--- src/rtl/audio_pkg.sv ---
// Shared constants for the audio sample FIFO slice.
// Default sample width, default depth and the level-counter width helper.
package audio_pkg;

   localparam int AUDIO_DATA_W         = 32;
   localparam int AUDIO_FIFO_DEPTH_DEF = 16;

   // Level must hold 0..DEPTH inclusive, hence one bit more than a pointer.
   function automatic int level_w(input int depth);
      return $clog2(depth) + 1;
   endfunction

   localparam int AUDIO_LEVEL_W = level_w(AUDIO_FIFO_DEPTH_DEF);

endpackage

--- src/rtl/sync_edge_detect.sv ---
// Two-flop synchroniser plus one edge flop; rise_o pulses one clk cycle per rise.
// Ports: clk, rst_n (async low), async_i (level), rise_o (pulse). Flops reset to 1.
module sync_edge_detect (
   input  logic clk,
   input  logic rst_n,
   input  logic async_i,
   output logic rise_o
);

   logic s1_q, s1_d;
   logic s2_q, s2_d;
   logic s3_q, s3_d;

   always_comb begin
      s1_d = async_i;
      s2_d = s1_q;
      s3_d = s2_q;
   end

   // Reset high so a strobe already high at release is not seen as a rise.
   always_ff @(posedge clk or negedge rst_n) begin
      if (!rst_n) begin
         s1_q <= 1'b1;
         s2_q <= 1'b1;
         s3_q <= 1'b1;
      end else begin
         s1_q <= s1_d;
         s2_q <= s2_d;
         s3_q <= s3_d;
      end
   end

   assign rise_o = s2_q && !s3_q;

endmodule

--- src/rtl/audio_sample_fifo.sv ---
// Sample FIFO between bus/DMA writes and an I2S transmitter frame strobe.
// Ports: MasterCLK, Reset_n, WrData/WrValid/WrReady, SyncCLK, OutputData,
// Level, Underrun, UnderrunClr; Irq only when AUDIO_FIFO_IRQ_EN is defined.
module audio_sample_fifo
   import audio_pkg::*;
#(
   parameter int DEPTH     = AUDIO_FIFO_DEPTH_DEF,
   parameter int DATA_W    = AUDIO_DATA_W,
   parameter int IRQ_LEVEL = DEPTH / 2
) (
   input  logic              MasterCLK,
   input  logic              Reset_n,
   input  logic [DATA_W-1:0] WrData,
   input  logic              WrValid,
   output logic              WrReady,
   input  logic              SyncCLK,
   output logic [DATA_W-1:0] OutputData,
   output logic [$clog2(DEPTH):0] Level,
   output logic              Underrun,
   input  logic              UnderrunClr
`ifdef AUDIO_FIFO_IRQ_EN
  ,output logic              Irq
`endif
);

   localparam int PW = $clog2(DEPTH);
   localparam int LW = level_w(DEPTH);

   if (DEPTH < 4 || DEPTH > 256 || (DEPTH & (DEPTH - 1)) != 0 ||
       IRQ_LEVEL < 0 || IRQ_LEVEL > DEPTH) begin : g_bad_cfg
      $error("audio_sample_fifo: bad DEPTH or IRQ_LEVEL");
   end

   logic [PW-1:0]     wr_ptr_q, wr_ptr_d;
   logic [PW-1:0]     rd_ptr_q, rd_ptr_d;
   logic [LW-1:0]     level_q, level_d;
   logic [DATA_W-1:0] out_q, out_d;
   logic              underrun_q, underrun_d;
   logic              pop, empty, not_full, wr_en, rd_en;
   logic [DATA_W-1:0] mem_q [DEPTH];

   sync_edge_detect u_sync (
      .clk    (MasterCLK),
      .rst_n  (Reset_n),
      .async_i(SyncCLK),
      .rise_o (pop)
   );

   assign empty    = (level_q == '0);
   assign not_full = (level_q < LW'(DEPTH));
   assign wr_en    = WrValid && not_full;
   assign rd_en    = pop && !empty;

   always_comb begin
      wr_ptr_d   = wr_ptr_q;
      rd_ptr_d   = rd_ptr_q;
      level_d    = level_q;
      out_d      = out_q;
      underrun_d = underrun_q;
      if (wr_en) wr_ptr_d = wr_ptr_q + PW'(1);
      // An empty pop outputs silence; a write in the same cycle still lands.
      if (pop) begin
         if (empty) begin
            out_d = '0;
         end else begin
            out_d    = mem_q[rd_ptr_q];
            rd_ptr_d = rd_ptr_q + PW'(1);
         end
      end
      // Set after clear so a coincident underrun is never lost.
      if (UnderrunClr) underrun_d = 1'b0;
      if (pop && empty) underrun_d = 1'b1;
      unique case ({wr_en, rd_en})
         2'b10:   level_d = level_q + LW'(1);
         2'b01:   level_d = level_q - LW'(1);
         default: level_d = level_q;
      endcase
   end

   always_ff @(posedge MasterCLK or negedge Reset_n) begin
      if (!Reset_n) begin
         wr_ptr_q   <= '0;
         rd_ptr_q   <= '0;
         level_q    <= '0;
         out_q      <= '0;
         underrun_q <= 1'b0;
      end else begin
         wr_ptr_q   <= wr_ptr_d;
         rd_ptr_q   <= rd_ptr_d;
         level_q    <= level_d;
         out_q      <= out_d;
         underrun_q <= underrun_d;
      end
   end

   // Storage needs no reset: pointers and level define what is valid.
   always_ff @(posedge MasterCLK) begin
      if (wr_en) mem_q[wr_ptr_q] <= WrData;
   end

   assign WrReady    = not_full;
   assign OutputData = out_q;
   assign Level      = level_q;
   assign Underrun   = underrun_q;

`ifdef AUDIO_FIFO_IRQ_EN
   logic irq_q, irq_d;

   // Registered from the next level so Irq lines up with Level.
   assign irq_d = (level_d <= LW'(IRQ_LEVEL));

   always_ff @(posedge MasterCLK or negedge Reset_n) begin
      if (!Reset_n) irq_q <= 1'b0;
      else          irq_q <= irq_d;
   end

   assign Irq = irq_q;
`endif

endmodule

--- config.mk ---
export PLATFORM = sky130hd
export DESIGN_NAME = audio_sample_fifo
export DESIGN_NICKNAME = d
export VERILOG_FILES = /design/src/rtl/audio_pkg.sv /design/src/rtl/sync_edge_detect.sv /design/src/rtl/audio_sample_fifo.sv
export SDC_FILE = /design/constraint.sdc
export NUM_CORES = 1
export LEC_CHECK = 0
export ABC_AREA = 1
export CAP_MARGIN = 20
export CORE_ASPECT_RATIO = 1.5
export CORE_UTILIZATION = 55
export DETAILED_ROUTE_END_ITERATION = 8
export HOLD_SLACK_MARGIN = 0.05
export PLACE_DENSITY_LB_ADDON = 0.15
export SETUP_SLACK_MARGIN = 0.3
export SLEW_MARGIN = 20
export SYNTH_ARGS = -nofsm -noshare
export SYNTH_HDL_FRONTEND = slang
export SYNTH_SLANG_ARGS = --single-unit
--- constraint.sdc ---
create_clock -name MasterCLK -period 3.6 [get_ports MasterCLK]
set_input_delay 0.9 -clock MasterCLK [delete_from_list [all_inputs] [get_ports MasterCLK]]
set_output_delay 0.9 -clock MasterCLK [all_outputs]
set_load 0.01 [all_outputs]
[Word-level counts from Yosys, hierarchy flattened]
Memory sizes are Yosys's and may differ from the RTL's.
Index checks and enable logic that the tools add are counted.
W data, S select, Z words.
Cells by class
  add/sub/neg operators: 4
  order comparisons: 1
  eq/ne operators: 2
  multiplexer cells: 6
  bitwise operators: 1
  reductions and logical operators: 10
Operators by type and width (number)
  $mux W32: 1
  $pmux W5 S2: 1
  $add A4 B1 Y4 const B: 2
  $add A5 B1 Y5 const B: 1
  $logic_not A5 Y1: 1
  $lt A5 B5 Y1 const B: 1
  $sub A5 B1 Y5 const B: 1
  $logic_and A1 B1 Y1: 4
  $mux W1: 4
  $reduce_bool A2 Y1: 2
  $eq A2 B1 Y1 const B: 1
  $eq A2 B2 Y1 const B: 1
  $logic_not A1 Y1: 2
  $reduce_and A2 Y1: 1
  $not A1 Y1: 1
Word-level totals
  register bits: 49
  bits in writable memories: 512
  bits of input ports: 37
  output and inout bits: 39
  logic and storage cells: 33
  memories kept: 1
Memory list
  mem_q: words 16, bits a word 32, rd ports 1, clocked after memory_dff 0, wr ports 1, line audio_sample_fifo.sv:40  | logic [DATA_W-1:0] mem_q [DEPTH];

[Longest topological paths before layout]
Gate-level depths: netlist (run 1).
  depth in word-level cells: 5
  mapped depth: 15

[Cells and area by module]
A second synthesis (run 1) with hierarchy kept.
Unflattened totals
  cells, all modules: 2303
  area total of the unflattened synthesis: 24079.3 um2
By module, submodules not included
  audio_sample_fifo: instances 1, cells an instance 2298, area an instance 23990.5 um2, sequential area each 16525.8 um2
  sync_edge_detect: instances 1, cells an instance 5, area an instance 88.8 um2, sequential area each 78.8 um2

[Least setup slack after synthesis (run 1)]
Ideal clock, no wire load.
  path kind: input to register
  start: input port WrValid
  end: memory mem_q[11][0] (netlist bit), enable pin
  library setup time: 421 ps
  data arrival time: 2655 ps
  path slack: 524 ps
  stages on the path: 4
  buffers on the path: 0
  cells stage by stage: nand2_1 inv_1 nand2_1 nor2_1
On the way
  word-level cells in the longest chain between the ends: 3
RTL lines
  start: declaration: line audio_sample_fifo.sv:14  | input logic WrValid,
  $logic_and A1 B1 Y1: line audio_sample_fifo.sv:51  | assign wr_en = WrValid && not_full;
  $mux W1: line audio_sample_fifo.sv:98  | if (wr_en) mem_q[wr_ptr_q] <= WrData;
  $mux W1 (implied by the code): line audio_sample_fifo.sv:98
  end: declaration: line audio_sample_fifo.sv:40
No other way between the ends.

[Final worst setup path (run 1)]
  start: input port WrValid
  end: memory mem_q[8][24] (netlist bit), enable pin
Same word-level chain as after synthesis.

==> results of run 1 <==
## layout by cell type (no fill, tap or decap), types with 3 or more instances in the layout
master,count
buf_12,19
buf_4,22
clkbuf_1,15
clkbuf_16,53
clkbuf_8,10
clkdlybuf4s50_1,74
clkinv_1,8
dfrtp_1,42
dfstp_2,3
edfxtp_1,512
ha_1,9
inv_1,392
nand2_1,797
nand3_1,385
nor2_1,7
nor2_4,16
o21ai_0,4
xor2_1,9
## path summary, 6_finish.rpt
kind / end / start / slack, ns
setup / recovery: mem_q[8][24] / WrValid / 1.02
hold / removal: u_sync.s2_q / u_sync.s1_q / 0.36
setup reg to reg: mem_q[8][24] / Level[4] / 1.28
hold reg to reg: u_sync.s2_q / u_sync.s1_q / 0.36
max in group asynchronous: OutputData[0] / Reset_n / 2.58
min in group asynchronous: Level[0] / Reset_n / 0.37
## metrics by stage
stage / utilization / hold WS, ns / std cells / setup slack, ns / power, µW
after floorplan: - / 0.345 / 2305 / 0.524 / 12900
after global placement: 0.593 / 0.349 / 2880 / 0.438 / 14900
after detailed placement: 0.593 / 0.349 / 2880 / 0.409 / 15000
after CTS: 0.631 / 0.358 / 2974 / 0.992 / 20300
after global routing: 0.631 / 0.364 / 2974 / 0.923 / 21300
final: 0.631 / 0.357 / 2974 / 1.02 / 20200
## cell families after synthesis
| kind of cell | count (synthesis) | share of synthesized area |
|---|---|---|
| AOI/OAI and AO/OA | 10 | 0.00244 |
| xor gates and xnor gates | 10 | 0.00364 |
| adders and majority gates | 9 | 0.00468 |
| buffers and inverters | 508 | 0.0911 |
| DFF | 561 | 0.690 |
| and+or+nand+nor | 1207 | 0.208 |
## synth_stat cells
cell / instances
xnor2_1: 1
nor2_1: 23
inv_4: 1
xor2_1: 9
nand4_1: 1
buf_8: 1
o21bai_1: 1
buf_6: 19
clkinv_1: 1
clkbuf_1: 19
o211ai_1: 1
edfxtp_1: 512
buf_4: 20
nand3b_1: 1
a21boi_0: 1
buf_1: 9
a21oi_1: 1
nand2_1: 797
o21ai_1: 1
inv_1: 394
dfstp_2: 3
ha_1: 9
o22ai_1: 1
buf_2: 43
o21ai_0: 4
inv_2: 1
nand3_1: 385
dfrtp_1: 46
## state kept, by name (all words and copies together) (netlist names)
register,cells
mem_q,512
Underrun,1
u_sync.s3_q,1
u_sync.s1_q,1
rd_ptr_q,4
u_sync.s2_q,1
Level,5
wr_ptr_q,4
OutputData,32
## where the power goes
part | total (µW) | internal (µW) | switching, µW
clock network | 5360 | 3050 | 2310
logic | 6750 | 2130 | 4620
registers | 8120 | 7840 | 274
total | 20200 | 13000 | 7200
## layer usage
metal / vias up / wire length, µm / global-route usage
met3: 117 / 2790 / 0.0267
li1: 7518 / - / -
met5: - / 13 / 0
met2: 508 / 29200 / 0.463
met1: 7519 / 22500 / 0.324
met4: 2 / 2130 / 0.106
## critical path, cell delays in order
cell and delay (ns):
clkdlybuf4s50_1 0.46, nand2_1 0.22, inv_1 0.26, nand2_1 0.27, nor2_4 0.51, buf_12 0.23
## area by class of cell
type | count | area (µm²)
fillers | 3436 | 15900
repair buffers | 116 | 1290
inverters | 397 | 1500
flip-flops and latches | 561 | 16600
well taps | 570 | 713
clock inverters | 16 | 138
multi-input cells | 1236 | 5400
clock buffers | 78 | 1520
==> impl_results.md, run 1 <==
* DPL Wire Length at 31,800 µm
* Post-CTS Setup Bufs at 0
* Worst Tran Pin Value at 1.02 ns
* Grt ovf at 0
* Clock root cell: clkbuf_16
* Number of antenna cells inserted at 0
* Number of clock sinks seen by CTS at 561
* Global Route Usage Sum at 0.259
* Number of global-route vias before repair at 15,746
* Area of the mapped netlist at 24,100 µm²
* PD cells at 744 nW/µm²
* Endpoints failing hold at 0
* MaxCap Viol Count at 0
* Worst reg2reg path depth at 6
* Area added between synthesis and finish at 12.9%
* Layout cells sized above 1 at 0.0587
* Count of state elements after synthesis at 561
* Placeable Area at 43,100 µm²
* Number of cells on the worst hold path at 0
* Worst-case vdd ir drop at 0.000549 V
* Worst-path fanout max at 14
* CTS Hold Bufs at 0
* Post-synthesis cell type count at 28
* Post-route setup TNS at 0 ns
* Endpoint kind of the worst setup timing path: flop
* CTS tree: done
* Hold Crit Class: reg2reg
* Die Span Y at 258 µm
* Post-route minimum period at 2.58 ns
* Vias at 15,664
* Sequential-to-total area share from yosys stat at 0.690
* Slew headroom at 0.318
* Die footprint at 44,600 µm²
* Clock Latency Late Sink at 0.58 ns
* Global-route wire length before repair at 88,400 µm
* Pin count of the biggest net entering global routing at 133
* Leak at 0.0116 µW
* Cells taking the most area after synthesis: edfxtp_1 64%, nand2_1 12%, nand3_1 8.0%
* Number of top-level pins at 76
* Number of warning messages in the yosys log at 0
* Setup repair after global routing missed its margin: false
* Vias per inst at 5.27
* DR iter-0 viols at 1,378
* Number of pins with negative max-slew slack in the final report at 0
* Run status: finished clean
* Wirelength, routed at 56,700 µm
* Synth Instances at 2,305
* Final Net Count at 2,409
* 1st-pass router iterations at 5
* H-tree depth reported by CTS at 2
* Floorplan row count at 93
* Die X-Extent at 173 µm
* Worst Setup Path Type: in2reg
* Post-synth top area cell: edfxtp_1
* Clock-pin slew of the registers on the worst-case setup and hold paths at 0.06 ns
* Placed Area at 25,500 µm²
* Post-synthesis net count at 2,351
* Post-Layout Inst Area at 27,200 µm²
* Placer Congestion at 0.849
* Final clock period utilization by the worst path at 0.718
* Arr. time, crit path at 2.86 ns
* Inserted Clock Buffers at 51
* Clock tree skew after final layout at 0.0151 ns
* Detailed-route wire length per cell at 19.1 µm
* Count of cells resized by post-cts repair at 0
* Required arrival time at the worst endpoint at 3.88 ns
* Max Root-Sink Buffers at 3
* I/O Buffers at 75
* Type of origin of the critical path: input port
* Maximum clock frequency at 387 MHz
* Post-Synthesis Mean Instance Area at 10.4 µm²
* Initial antenna violation count at 1
* Final-report setup violation count at 0
* Number of routed nets with antenna violations at 0
* Portion of synthesized cell area occupied by the leading cell type at 0.639
* Initial Util at 0.559
* Post-route DRC violation count at 0
No activity file was read; power rests on OpenSTA's default activity.
==> inputs of run 2 (changes only) <==
==> constraint.sdc (replaced) <==
create_clock -name MasterCLK -period 2.5 [get_ports MasterCLK]
set_input_delay 0.625 -clock MasterCLK [delete_from_list [all_inputs] [get_ports MasterCLK]]
set_output_delay 0.625 -clock MasterCLK [all_outputs]
set_load 0.01 [all_outputs]
==> run 2 against run 1 <==
Against the previous run: clock skew grew 0.0067 ns; first-iteration DRC count grew 1.7%; design area grew 1.6%; setup slack lost 0.65 ns; via count grew 2.2%; non-clock buffer count grew 53; critical endpoint is now OutputData[9]; largest power group unchanged; highest routed layer is now met4.
==> impl_results.md, run 2 (same netlist as run 1, synthesis figures left out) <==
* Slew headroom at 0.323
* Setup repair after global routing missed its margin: true
* Leak at 0.0119 µW
* DR iter-0 viols at 1,402
* Post-route setup TNS at 0 ns
* Vias at 16,012
* Final-report setup violation count at 0
* Number of cells on the worst hold path at 0
* Detailed-route wire length per cell at 19.5 µm
* Clock Latency Late Sink at 0.58 ns
* Setup slack after placement at 0.0179 ns
* Maximum clock frequency at 468 MHz
* Area added between synthesis and finish at 14.7%
* Storage cell area at 16,600 µm²
* Endpoint kind of the worst setup timing path: flop
* Final Net Count at 2,462
* Number of global-route vias before repair at 15,939
* Final total power at 29,300 µW
* Clock tree skew after final layout at 0.0218 ns
* H-tree depth reported by CTS at 2
* Post-route minimum period at 2.14 ns
* Global-route wire length before repair at 91,000 µm
* Floorplan row count at 93
* Count of buffer and inverter cells on the critical path at 2
* Worst Setup Path Type: reg2reg
* Post-route DRC violation count at 0
* Register ranked first by flip-flop count: mem_q
* Initial antenna violation count at 0
* DPL Wire Length at 36,600 µm
* Die Span Y at 258 µm
* PD cells at 1060 nW/µm²
* Peak per-stage delay on the critical path at 0.77 ns
* Worst-case vdd ir drop at 0.000766 V
* Grt ovf at 0
* Inserted Clock Buffers at 51
* FF-to-FF End: OutputData[9]
* Gate family responsible for the most delay along the worst path: buffers and inverters
* Max Root-Sink Buffers at 3
* Sequential cell fraction of total power at 0.402
* Pin count of the biggest net entering global routing at 137
* Layout cells sized above 1 at 0.0790
* Portion of total power attributed to the clock network at 0.246
* Wirelength, routed at 59,000 µm
* Arr. time, crit path at 2.60 ns
* Hold_sp: u_sync.s1_q
* Endpoints failing hold at 0
* Most repeated library cell on the critical path: nand2_1
* Flip-flop count of the largest register after layout at 512
* Minimum setup slack in the final design at 0.363 ns
* Most common cell after layout, fill and taps aside: nand2_1
* WHS Endpoint: u_sync.s2_q
* Vias per inst at 5.29
* Number of routed nets with antenna violations at 0
* Crit-path slowest cell: clkinv_1
* Switching power at 10,600 µW
* Setup slack of the worst register-to-register path at 0.36 ns
* Required arrival time at the worst endpoint at 2.96 ns
* MaxCap Viol Count at 0
* Placer Congestion at 0.870
* Combinational power share at 0.352
* Worst Tran Pin Value at 1.01 ns
* Final clock period utilization by the worst path at 0.855
* Number of top-level pins at 76
* I/O Buffers at 75
* Worst reg2reg path depth at 6
* Switching Share at 0.363
* Die footprint at 44,600 µm²
* 1st-pass router iterations at 5
* Number of fill cells in the layout at 3,355
* Run status: finished clean
* Cell-internal power at 18,600 µW
* Hold Crit Class: reg2reg
* List of cells traversed by the critical path: clkinv_1 -> buf_4 -> nand3_1 -> nand2_1 -> nand2_1 -> nand2_1
* Die X-Extent at 173 µm
* Initial Util at 0.559
* Global Route Usage Sum at 0.270
* Worst Hold Margin at 0.349 ns
* R2r startpoint: rd_ptr_q[3]
* CTS tree: done
* Clock root cell: clkbuf_16
* Number of pins with negative max-slew slack in the final report at 0
* Commonest cells after routing, fill and taps aside: 796 x nand2_1, 512 x edfxtp_1, 392 x inv_1, 384 x nand3_1, 68 x clkdlybuf4s50_1
* Placeable Area at 43,100 µm²
* Type of origin of the critical path: flop
* Number of antenna cells inserted at 0
* Area of the multi-input gates at 5430 µm²
* Clock-pin slew of the registers on the worst-case setup and hold paths at 0.07 ns
* Number of clock sinks seen by CTS at 561
* Worst-path fanout max at 19
-- run 2: cell types whose count changed in the layout (fill, tap and decap cells not counted), sizes merged --
cell and delta:
bufinv -1, dlygate4sd2 +4, dlygate4sd3 +1, clkdlybuf4s50 -6, clkinv +12, dlymetal6s2s +2
clkbuf -12, buf +52
-- run 2: cell type report --
cell class	instances	area share
clock inverters	27	0.00594
flip-flops and latches	561	0.602
repair buffers	169	0.0667
multi-input cells	1236	0.197
inverters	397	0.0542
well taps	570	0.0258
clock buffers	66	0.0490
-- run 2: repair_timing --
item | CTS | global route
endpoints found under the hold margin | 15 | 0
hold buffers | 1 | 0
endpoints found under the setup margin | 6 | 5
gates resized for setup | 4 | 8
setup buffers | 1 | 1
pin swaps | 0 | 0
-- run 2: how the worst max path moves through the flow --
stage                           start             to  depth (start not counted)
final                     rd_ptr_q[3]  OutputData[9]                          6
after CTS                    Level[4]        WrReady                          2
after detailed placement      WrValid  mem_q[10][12]                          8
after global placement        WrValid  mem_q[10][12]                          8
after global routing      u_sync.s2_q       Level[4]                         14
after floorplan               WrValid   mem_q[11][0]                          4
-- run 2: power by group through the flow --
stage	registers, µW	clock network, µW	logic [µW]
4_1_cts	11800	7300	10300
2_1_floorplan	11900	0	6640
6_report	11800	7190	10300
3_5_place_dp	12000	0	10300
5_1_grt	11900	7640	11300
3_3_place_gp	11900	0	10200
-- run 2: metal layers --
metal | GRT usage | part of all wire | wire length, µm | up-vias
met5 | 0 | 0 | 0 | -
met4 | 0.112 | 0.038 | 2240 | 0
met3 | 0.0323 | 0.053 | 3150 | 127
met2 | 0.487 | 0.52 | 30900 | 526
met1 | 0.328 | 0.38 | 22700 | 7729
li1 | - | - | - | 7630
-- run 2: stage by stage --
stage | instance area, µm² | instances | utilization
floorplan | 24100 | 2305 | -
global placement | 26000 | 2930 | 0.605
detailed placement | 26000 | 2930 | 0.605
CTS | 27600 | 3025 | 0.640
global route | 27600 | 3026 | 0.641
finish | 27600 | 3026 | 0.641
==> inputs of run 3 (changes only) <==
--- a/config.mk
+++ b/config.mk
@@ -5,10 +5,10 @@
 export SDC_FILE = /design/constraint.sdc
 export NUM_CORES = 1
 export LEC_CHECK = 0
-export ABC_AREA = 1
-export CAP_MARGIN = 20
+export CELL_PAD_IN_SITES_DETAIL_PLACEMENT = 1
+export CELL_PAD_IN_SITES_GLOBAL_PLACEMENT = 1
 export CORE_ASPECT_RATIO = 1.5
-export CORE_UTILIZATION = 55
+export CORE_UTILIZATION = 54
 export DETAILED_ROUTE_END_ITERATION = 8
 export HOLD_SLACK_MARGIN = 0.05
 export PLACE_DENSITY_LB_ADDON = 0.15
==> run 3 against run 2 <==
Against the previous run: wire length down 19%; clock power up 9.5%; sequential power about the same; power down 5.8%; count of clock-buffer cells in the layout down 1; combinational power down 20%; non-clock buffer count down 8; flip-flop and latch count unchanged; setup slack worse by 0.023 ns; sequential share of layout area up 3.7 points.
==> impl_results.md, run 3 <==
* Post-route minimum period at 2.16 ns
* Die footprint at 41,600 µm²
* Sequential-to-total area share from yosys stat at 0.755
* Floorplan row count at 90
* Placer Congestion at 0.761
* Post-synth top area cell: edfxtp_1
* Vias per inst at 6.10
* Gate family responsible for the most delay along the worst path: buffers and inverters
* Async set or reset register ratio after synthesis at 0.0873
* Endpoint kind of the worst setup timing path: output port
* Flip-flop count of the largest register after layout at 512
* Clock Latency Late Sink at 0.56 ns
* Global-route wire length before repair at 70,900 µm
* Post-route setup TNS at 0 ns
* Maximum clock frequency at 463 MHz
* I/O Buffers at 75
* Most common cell after layout, fill and taps aside: edfxtp_1
* Switching Share at 0.282
* Post-synthesis cell type count at 39
* Sequential cell fraction of total power at 0.418
* Final Net Count at 1,160
* List of cells traversed by the critical path: clkdlybuf4s50_1
* DR iter-0 viols at 671
* Run status: finished clean
* Arr. time, crit path at 1.53 ns
* Cells taking the most area after synthesis: edfxtp_1 70%, mux4_1 9.1%, dfrtp_1 5.2%
* Clock-pin slew of the registers on the worst-case setup and hold paths at 0.07 ns
* Post-Synthesis Mean Instance Area at 23.1 µm²
* Final-report setup violation count at 0
* Number of routed nets with antenna violations at 0
* Peak per-stage delay on the critical path at 0.57 ns
* Switching power at 7780 µW
* Register ranked first by flip-flop count: mem_q
* Setup slack of the worst register-to-register path at 0.35 ns
* FF-to-FF End: OutputData[27]
* Placeable Area at 40,200 µm²
* Worst Setup Path Type: reg2out
* Final clock period utilization by the worst path at 0.864
* Inserted Clock Buffers at 50
* Worst Tran Pin Value at 0.686 ns
* Vias at 10,133
* Grt ovf at 0
* Clock tree skew after final layout at 0.0158 ns
* Combinational power share at 0.297
* Layout cells sized above 1 at 0.219
* Worst reg2reg path depth at 6
* Max Root-Sink Buffers at 3
* Hold Crit Class: reg2reg
* Post-synth EDFFs at 512
* Count of state elements after synthesis at 561
* Number of pins with negative max-slew slack in the final report at 0
* Commonest cells after routing, fill and taps aside: 512 x edfxtp_1, 91 x mux2i_1, 75 x mux4_1, 69 x clkdlybuf4s50_1, 52 x mux4_2
* Most frequently used flop master after synthesis: edfxtp_1
* M3 GR Usage at 0.0300
* Portion of total power attributed to the clock network at 0.285
* Worst-path fanout max at 3
* Area of the mapped netlist at 22,000 µm²
* Wirelength, routed at 47,500 µm
* Post-route DRC violation count at 0
* Slew headroom at 0.541
* Most common cell in the synthesized netlist: edfxtp_1
* Initial Util at 0.547
* Number of warning messages in the yosys log at 0
* Busiest layer in global routing: met2
* Setup repair after global routing missed its margin: true
* 1st-pass router iterations at 4
* Top cell types by occurrence after synthesis: 512 x edfxtp_1, 95 x mux2i_1, 76 x mux4_1, 51 x mux4_2, 46 x dfrtp_1
* DPL Wire Length at 29,600 µm
* Detailed-route wire length per cell at 28.6 µm
* WHS Endpoint: u_sync.s2_q
* Clock root cell: clkbuf_16
* MaxCap Viol Count at 0
* Synth Instances at 953
* H-tree depth reported by CTS at 2
* Number of fill cells in the layout at 3,148
* GR met1 Demand/Resource at 0.303
* Endpoints failing hold at 0
* Number of cells on the worst hold path at 0
* Required arrival time at the worst endpoint at 1.88 ns
* Final total power at 27,600 µW
* Met2 usage in global routing at 0.422
* Die Span Y at 249 µm
* Global Route Usage Sum at 0.235
* R2r startpoint: rd_ptr_q[2]
* Number of antenna cells inserted at 0
* Number of global-route vias before repair at 11,048
* Area added between synthesis and finish at 18.3%
* Hold_sp: u_sync.s1_q
* Worst-case vdd ir drop at 0.000691 V
* Leak at 0.00895 µW
* Type of origin of the critical path: flop
* Portion of synthesized cell area occupied by the leading cell type at 0.699
* Initial antenna violation count at 0
* Post-synthesis net count at 999
* Pin count of the biggest net entering global routing at 42
* Cell-internal power at 19,800 µW
* PD cells at 1060 nW/µm²
* Count of buffer and inverter cells on the critical path at 1
* Number of top-level pins at 76
* Crit-path slowest cell: clkdlybuf4s50_1
* CTS tree: done
* Die X-Extent at 167 µm
* Number of clock sinks seen by CTS at 561
-- run 3: changes by cell type after synthesis, sizes merged, moves of 17 or more --
cell and change:
mux2i +95, mux4 +127, nor2 -19, buf -59, and2 +17, nand2 -792, nand3 -384, inv -389
a22o +31
-- run 3: cell families after synthesis --
kind of cell               after synthesis  synth area share
adders and majority gates                9           0.00512
buffers and inverters                   59            0.0200
muxes                                  225             0.188
and+or+nand+nor                         40            0.0104
AOI/OAI and AO/OA                       48            0.0172
DFF                                    561             0.755
xor gates and xnor gates                11           0.00438
-- run 3: through the flow --
stage | setup slack (ns) | util | hold slack [ns] | instance area [µm²] | cells
floorplan | 0.122 | - | 0.329 | 22100 | 953
global placement | -0.188 | 0.603 | 0.353 | 24200 | 1563
detailed placement | -0.257 | 0.603 | 0.348 | 24200 | 1563
CTS | 0.309 | 0.646 | 0.365 | 26000 | 1659
global route | 0.265 | 0.647 | 0.364 | 26000 | 1660
finish | 0.341 | 0.647 | 0.361 | 26000 | 1660
-- run 3: routing by layer --
| metal | vias up | wire [µm] |
|---|---|---|
| met5 | - | 0 |
| met4 | 0 | 895 |
| met3 | 61 | 1700 |
| met2 | 231 | 25500 |
| met1 | 5478 | 19400 |
| li1 | 4363 | - |
-- run 3: repair_timing --
action	CTS	global route
endpoints found under the hold margin	11	0
setup buffers	3	1
pin swaps	0	1
hold buffers	1	0
gates resized for setup	8	12
cloned	0	0
endpoints found under the setup margin	20	98
-- run 3: how the worst max path moves through the flow --
stage / cells past startpoint / endpoint / startpoint
finish: 1 / Level[3] / Level[3]
global route: 6 / OutputData[24] / rd_ptr_q[2]
CTS: 6 / OutputData[22] / rd_ptr_q[2]
detailed placement: 10 / Level[4] / WrValid
global placement: 8 / mem_q[0][3] / WrValid
floorplan: 13 / Level[4] / u_sync.s3_q
-- run 3: area by class of cell --
cell class | instances | area (µm²) | area share
Timing Repair Buffer | 161 | 2030 | 0.0781
Multi-Input combinational cell | 333 | 5030 | 0.193
Clock inverter | 27 | 322 | 0.0124
Tap cell | 506 | 633 | 0.0243
Clock buffer | 65 | 1360 | 0.0522
Sequential cell | 561 | 16600 | 0.639
Inverter | 7 | 26.3 | 0.00101
-- run 3: power groups by stage --
stage,registers [µW],logic [µW],clock network (µW)
floorplan,11700,5250,0
global placement,11700,7890,0
detailed placement,11700,8070,0
CTS,11500,8250,8020
global route,11600,8720,8280
finish,11500,8190,7870
